[config.mk]
export PLATFORM = sky130hd
export DESIGN_NAME = mem_arbiter
export DESIGN_NICKNAME = d
export VERILOG_FILES = /design/src/rtl/mem_arbiter.sv
export SDC_FILE = /design/constraint.sdc
export NUM_CORES = 1
export LEC_CHECK = 0
export CAP_MARGIN = 30
export CORE_MARGIN = 2
export CORE_UTILIZATION = 34
export DETAILED_ROUTE_END_ITERATION = 10
export PLACE_DENSITY = 0.83
export REMOVE_ABC_BUFFERS = 1
export SLEW_MARGIN = 25
export SYNTH_ARGS = -nofsm -noshare
export SYNTH_HDL_FRONTEND = slang
export SYNTH_SLANG_ARGS = --single-unit
[constraint.sdc]
create_clock -name clk -period 2.3 [get_ports clk]
set_input_delay 0.23 -clock clk [delete_from_list [all_inputs] [get_ports clk]]
set_output_delay 0.23 -clock clk [all_outputs]
set_load 0.02 [all_outputs]
[src/rtl/mem_arbiter.sv]
// Serialises d-fills/d-writes (priority) and i-fills onto one pipelined memory port; ARB_PERF_COUNTERS_EN adds miss counters.
// Grant one cycle after request, fill words return MEM_LATENCY after issue; clients are held off through i_stall/d_stall.
module mem_arbiter #(
  parameter int MEM_LATENCY     = 4,
  parameter int WORDS_PER_BLOCK = 8
) (
  input  logic        clk,
  input  logic        rst,
  input  logic        i_req,
  input  logic [15:0] i_addr,
  input  logic        d_req,
  input  logic        d_wr,
  input  logic [15:0] d_addr,
  input  logic [15:0] d_wdata,
  output logic        i_stall,
  output logic        d_stall,
  output logic        i_fill_we,
  output logic        d_fill_we,
  output logic [15:0] i_fill_addr,
  output logic [15:0] d_fill_addr,
  output logic [15:0] i_fill_data,
  output logic [15:0] d_fill_data,
  output logic        mem_en,
  output logic        mem_wr,
  output logic [15:0] mem_addr,
  output logic [15:0] mem_wdata,
  input  logic [15:0] mem_rdata,
  input  logic        mem_rvalid,
  output logic [15:0] i_miss_cnt,
  output logic [15:0] d_miss_cnt
);

  localparam int CW = $clog2(WORDS_PER_BLOCK) + 1;
  localparam logic [CW-1:0] NWORDS   = CW'(WORDS_PER_BLOCK);
  localparam logic [CW-1:0] LAST     = CW'(WORDS_PER_BLOCK - 1);
  localparam logic [15:0]   OFF_MASK = 16'(2 * WORDS_PER_BLOCK - 1);

  if (MEM_LATENCY < 1 || WORDS_PER_BLOCK < 2) begin : g_bad_cfg
    $error("mem_arbiter: MEM_LATENCY must be >= 1 and WORDS_PER_BLOCK >= 2");
  end

  typedef enum logic [1:0] {IDLE, FILL_I, FILL_D, WRITE} state_t;

  state_t        state, state_n;
  logic [CW-1:0] issue_cnt, ret_cnt;
  logic [15:0]   base, base_n;
  logic          done_d;
  logic          fill_active, issue_active, ret_fire;

  assign fill_active  = (state == FILL_I) || (state == FILL_D);
  assign issue_active = fill_active && (issue_cnt != NWORDS);
  assign ret_fire     = fill_active && mem_rvalid;
  assign base_n       = ((d_req && !done_d) ? d_addr : i_addr) & ~OFF_MASK;

  always_ff @(posedge clk) begin
    if (rst) begin
      state     <= IDLE;
      issue_cnt <= '0;
      ret_cnt   <= '0;
      base      <= '0;
      done_d    <= 1'b0;
    end else begin
      state  <= state_n;
      // One-cycle flag so the still-held d_req is not re-granted as a second write
      done_d <= (state == WRITE);
      if (state == IDLE) begin
        issue_cnt <= '0;
        ret_cnt   <= '0;
        base      <= base_n;
      end else begin
        if (issue_active) issue_cnt <= issue_cnt + 1'b1;
        if (ret_fire)     ret_cnt   <= ret_cnt + 1'b1;
      end
    end
  end

  always_comb begin
    state_n     = state;
    mem_en      = 1'b0;
    mem_wr      = 1'b0;
    mem_addr    = '0;
    mem_wdata   = '0;
    i_fill_we   = 1'b0;
    i_fill_addr = '0;
    i_fill_data = '0;
    d_fill_we   = 1'b0;
    d_fill_addr = '0;
    d_fill_data = '0;
    case (state)
      IDLE: begin
        if (d_req && !done_d) state_n = d_wr ? WRITE : FILL_D;
        else if (i_req)       state_n = FILL_I;
      end
      FILL_I, FILL_D: begin
        if (issue_active) begin
          mem_en   = 1'b1;
          mem_addr = base + 16'({issue_cnt, 1'b0});
        end
        if (ret_fire) begin
          if (state == FILL_I) begin
            i_fill_we   = 1'b1;
            i_fill_addr = base + 16'({ret_cnt, 1'b0});
            i_fill_data = mem_rdata;
          end else begin
            d_fill_we   = 1'b1;
            d_fill_addr = base + 16'({ret_cnt, 1'b0});
            d_fill_data = mem_rdata;
          end
          if (ret_cnt == LAST) state_n = IDLE;
        end
      end
      WRITE: begin
        mem_en    = 1'b1;
        mem_wr    = 1'b1;
        mem_addr  = d_addr;
        mem_wdata = d_wdata;
        state_n   = IDLE;
      end
      default: state_n = IDLE;
    endcase
  end

  assign i_stall = i_req | (state == FILL_I);
  assign d_stall = (d_req & ~done_d) | (state == FILL_D) | (state == WRITE);

`ifdef ARB_PERF_COUNTERS_EN
  logic [15:0] i_cnt_q, d_cnt_q;

  always_ff @(posedge clk) begin
    if (rst) begin
      i_cnt_q <= '0;
      d_cnt_q <= '0;
    end else if (state == IDLE) begin
      if (state_n == FILL_I && i_cnt_q != 16'hFFFF) i_cnt_q <= i_cnt_q + 16'd1;
      if (state_n == FILL_D && d_cnt_q != 16'hFFFF) d_cnt_q <= d_cnt_q + 16'd1;
    end
  end

  assign i_miss_cnt = i_cnt_q;
  assign d_miss_cnt = d_cnt_q;
`else
  assign i_miss_cnt = 16'h0000;
  assign d_miss_cnt = 16'h0000;
`endif

endmodule

==> out/metrics.yaml <==
status: "finished clean"
clkTransAtPathRegs_ns: 0.08
ys_ff_latch: 23
firstDrtPassIters: 4
setup_violations: 0
period_share_pct: 96.0
ff2ff_setup_slack_ns: 0.66
yosysUniqueCellTypes: 41
cp-endpoint: "i_fill_data[0]"
met1_length_mm: 3.37
htree_num_levels: 1
insertion_delay_ns: 0.26
highest_layer: "met4"
floorplan.die_area_um2: 8120
antenna_left: 0
vias_per_cell: 4.78
area_growth_pct: 63.3
via_count: 3002
place_hpwl_mm: 7.48
core-area_um2: 7210
ios: 204
wl_met3_um: 720
root_buffer: "clkbuf_8"
powerDensity_nw_per_um2: 786
hold_viol: 0
grtUsageTotal_pct: 21.2
gr-total-overflow: 0
synth_sequential_area_ratio_pct: 18.3
multi_input_area_um2: 1790
num-nets-final: 611
cap_violations: 0
fp.dieH_um: 90.1
end_kind: "primary output"
port_buffers: 165
antenna_found_initial: 1
met2WireLength_mm: 4.71
seqCellArea_um2: 460
path_class: "reg2out"
final_util_pct: 57.1
finalMaxSlewViolations: 0
rsz0062_at_grt: "false"
cts_tree: "yes"
r2r-start: "state[0]"
drc_errors: 0
min_period_ns: 2.21
die_width_um: 90.1
crit_start: "state[0]"
clock.fmax_ghz: 0.453
synth_cells: 355
placementRows: 31
nFillCells: 688
ys_warn_count: 0
ir_drop_v: 0.000358
syn_area_per_cell_um2: 7.11
cts_hold_buf: 0
wl_mm: 8.99
cts.sinks: 23
cp.required_ns: 2.07
initial_core_util_pct: 35.0
cp.arrival_ns: 1.98
start_kind: "register"
hp-class: "reg2reg"
whs_ns: 0.535
cts_made_buffers: 3
cts_buffer_depth: 2
grt_pass1_vias: 3020
regToRegEndpoint: "base[15]"
grt_first_pass_wirelength_mm: 14.2
reg2regPathDepth: 6
routedWlPerCell_um: 14.3
drt_iter0_drc: 142
cp_max_fo: 21
leakagePower_uw: 0.00181
grt_max_degree: 22
drive_above_1_share_pct: 18.0
finClkSkew_ns: 0.00455
gp_congestion: 0.876
synthesis.area_um2: 2520
## cells by family (layout without fill, tap and decap cells)
kind of cell	after synthesis	after routing	synth area share, %
muxes	1	1	0.397
and+or+nand+nor	189	189	38.9
adders and majority gates	12	12	5.95
buffers and inverters	66	206	16.9
AOI/OAI and AO/OA	42	42	12.2
xor gates and xnor gates	21	21	7.29
DFF	23	23	18.3
other	1	35	0.149
## metal layers
metal | vias to the layer above | track usage (%)
met5 | - | 0
met1 | 1378 | 22.3
met4 | 0 | 7.95
met3 | 12 | 3.86
met2 | 158 | 41.4
li1 | 1454 | -
## synthesized netlist by cell type, drive strengths merged
master | instances | area [um2]
nor4 | 3 | 18.8
o31a | 3 | 26.3
dfxtp | 23 | 460
xnor2 | 15 | 131
buf | 45 | 318
clkbuf | 15 | 86.3
nand3 | 9 | 55.1
inv | 6 | 22.5
o21a | 1 | 7.51
nand4b | 1 | 8.76
a32oi | 1 | 8.76
xor2 | 6 | 52.6
a311oi | 12 | 105
o22ai | 4 | 25.0
a22oi | 8 | 60.1
or3 | 2 | 12.5
mux2i | 1 | 10.0
o21ai | 4 | 20.0
and2 | 60 | 375
nor2 | 55 | 206
nor3b | 1 | 7.51
nor2b | 2 | 12.5
or2 | 3 | 18.8
a32o | 1 | 10.0
a21oi | 7 | 35.0
nand4 | 4 | 40.0
and3 | 1 | 6.26
o2111ai | 1 | 8.76
nand2 | 41 | 156
nand2b | 2 | 12.5
ha | 12 | 150
conb | 1 | 3.75
nor3 | 5 | 50.1
## what timing repair did
item / CTS / global route
resized for setup: 85 / 100
pin swaps: 1 / 0
setup buffers: 1 / 0
gates cloned: 0 / 0
endpoints found under the hold margin: 0 / 0
endpoints found under the setup margin: 78 / 79
## worst min-delay path by stage
stage / from / to / slack [ns] / depth (start not counted)
global placement: ret_cnt[3] / ret_cnt[3] / 0.49 / 2
finish: ret_cnt[1] / ret_cnt[1] / 0.54 / 2
CTS: i_addr[11] / base[11] / 0.54 / 3
floorplan: rst / state[0] / 0.30 / 1
detailed placement: ret_cnt[1] / ret_cnt[1] / 0.53 / 2
global route: i_addr[11] / base[11] / 0.56 / 3
## area by class of cell
type | instances | share of cell area, %
Sequential cell | 23 | 11.2
Timing Repair Buffer | 196 | 40.6
Multi-Input combinational cell | 299 | 43.5
Antenna cell | 1 | 0.0607
Clock buffer | 4 | 1.09
Inverter | 6 | 0.547
Tap cell | 99 | 3.01
## stage by stage
step	instances	instance area (um2)	total power, uW	setup WS [ns]	setup TNS, ns
CTS	627	4250	3240	0.00392	0
detailed placement	622	4270	3090	-0.0745	-0.116
floorplan	328	2240	1900	0.234	0
global route	628	4120	3470	0.000824	0
finish	628	4120	3240	0.0920	0
global placement	622	4270	3030	0.00167	0
## registers in the layout, summed over array words and instances, names as in the netlist
| register | count |
|---|---|
| ret_cnt | 4 |
| base | 12 |
| issue_cnt | 4 |
| state | 2 |
| done_d | 1 |
## placed cells by master (no fill, tap or decap), types with 3 or more instances in the layout
master,n
clkbuf_8,3
nor4_1,3
a21oi_1,7
nor3_2,5
conb_1,34
xnor2_1,14
clkbuf_2,42
clkdlybuf4s15_1,15
a311oi_1,12
nand2_1,40
nand3_2,3
nor2_1,55
dlygate4sd2_1,21
a22oi_1,8
and2_1,60
o21ai_1,3
nand3_1,5
clkdlybuf4s50_1,87
dfxtp_1,23
o31a_1,3
xor2_1,6
o22ai_1,4
nand4_1,3
ha_1,9
inv_1,5
buf_4,29
ha_2,3
## power by group
group / leakage (uW) / internal (uW) / total (uW) / switching, uW
Sequential: 0.000189 / 508 / 678 / 170
Combinational: 0.00160 / 1010 / 2310 / 1300
Clock: 0.0000228 / 123 / 249 / 126
## critical path, cell delays in order (launching register included)
cell	delay [ns]
dfxtp_1	0.34
inv_1	0.06
ha_2	0.37
buf_4	0.16
and3_1	0.20
buf_12	0.14
and2_1	0.14
clkdlybuf4s15_1	0.30
Power figures use the tool's default switching activity.
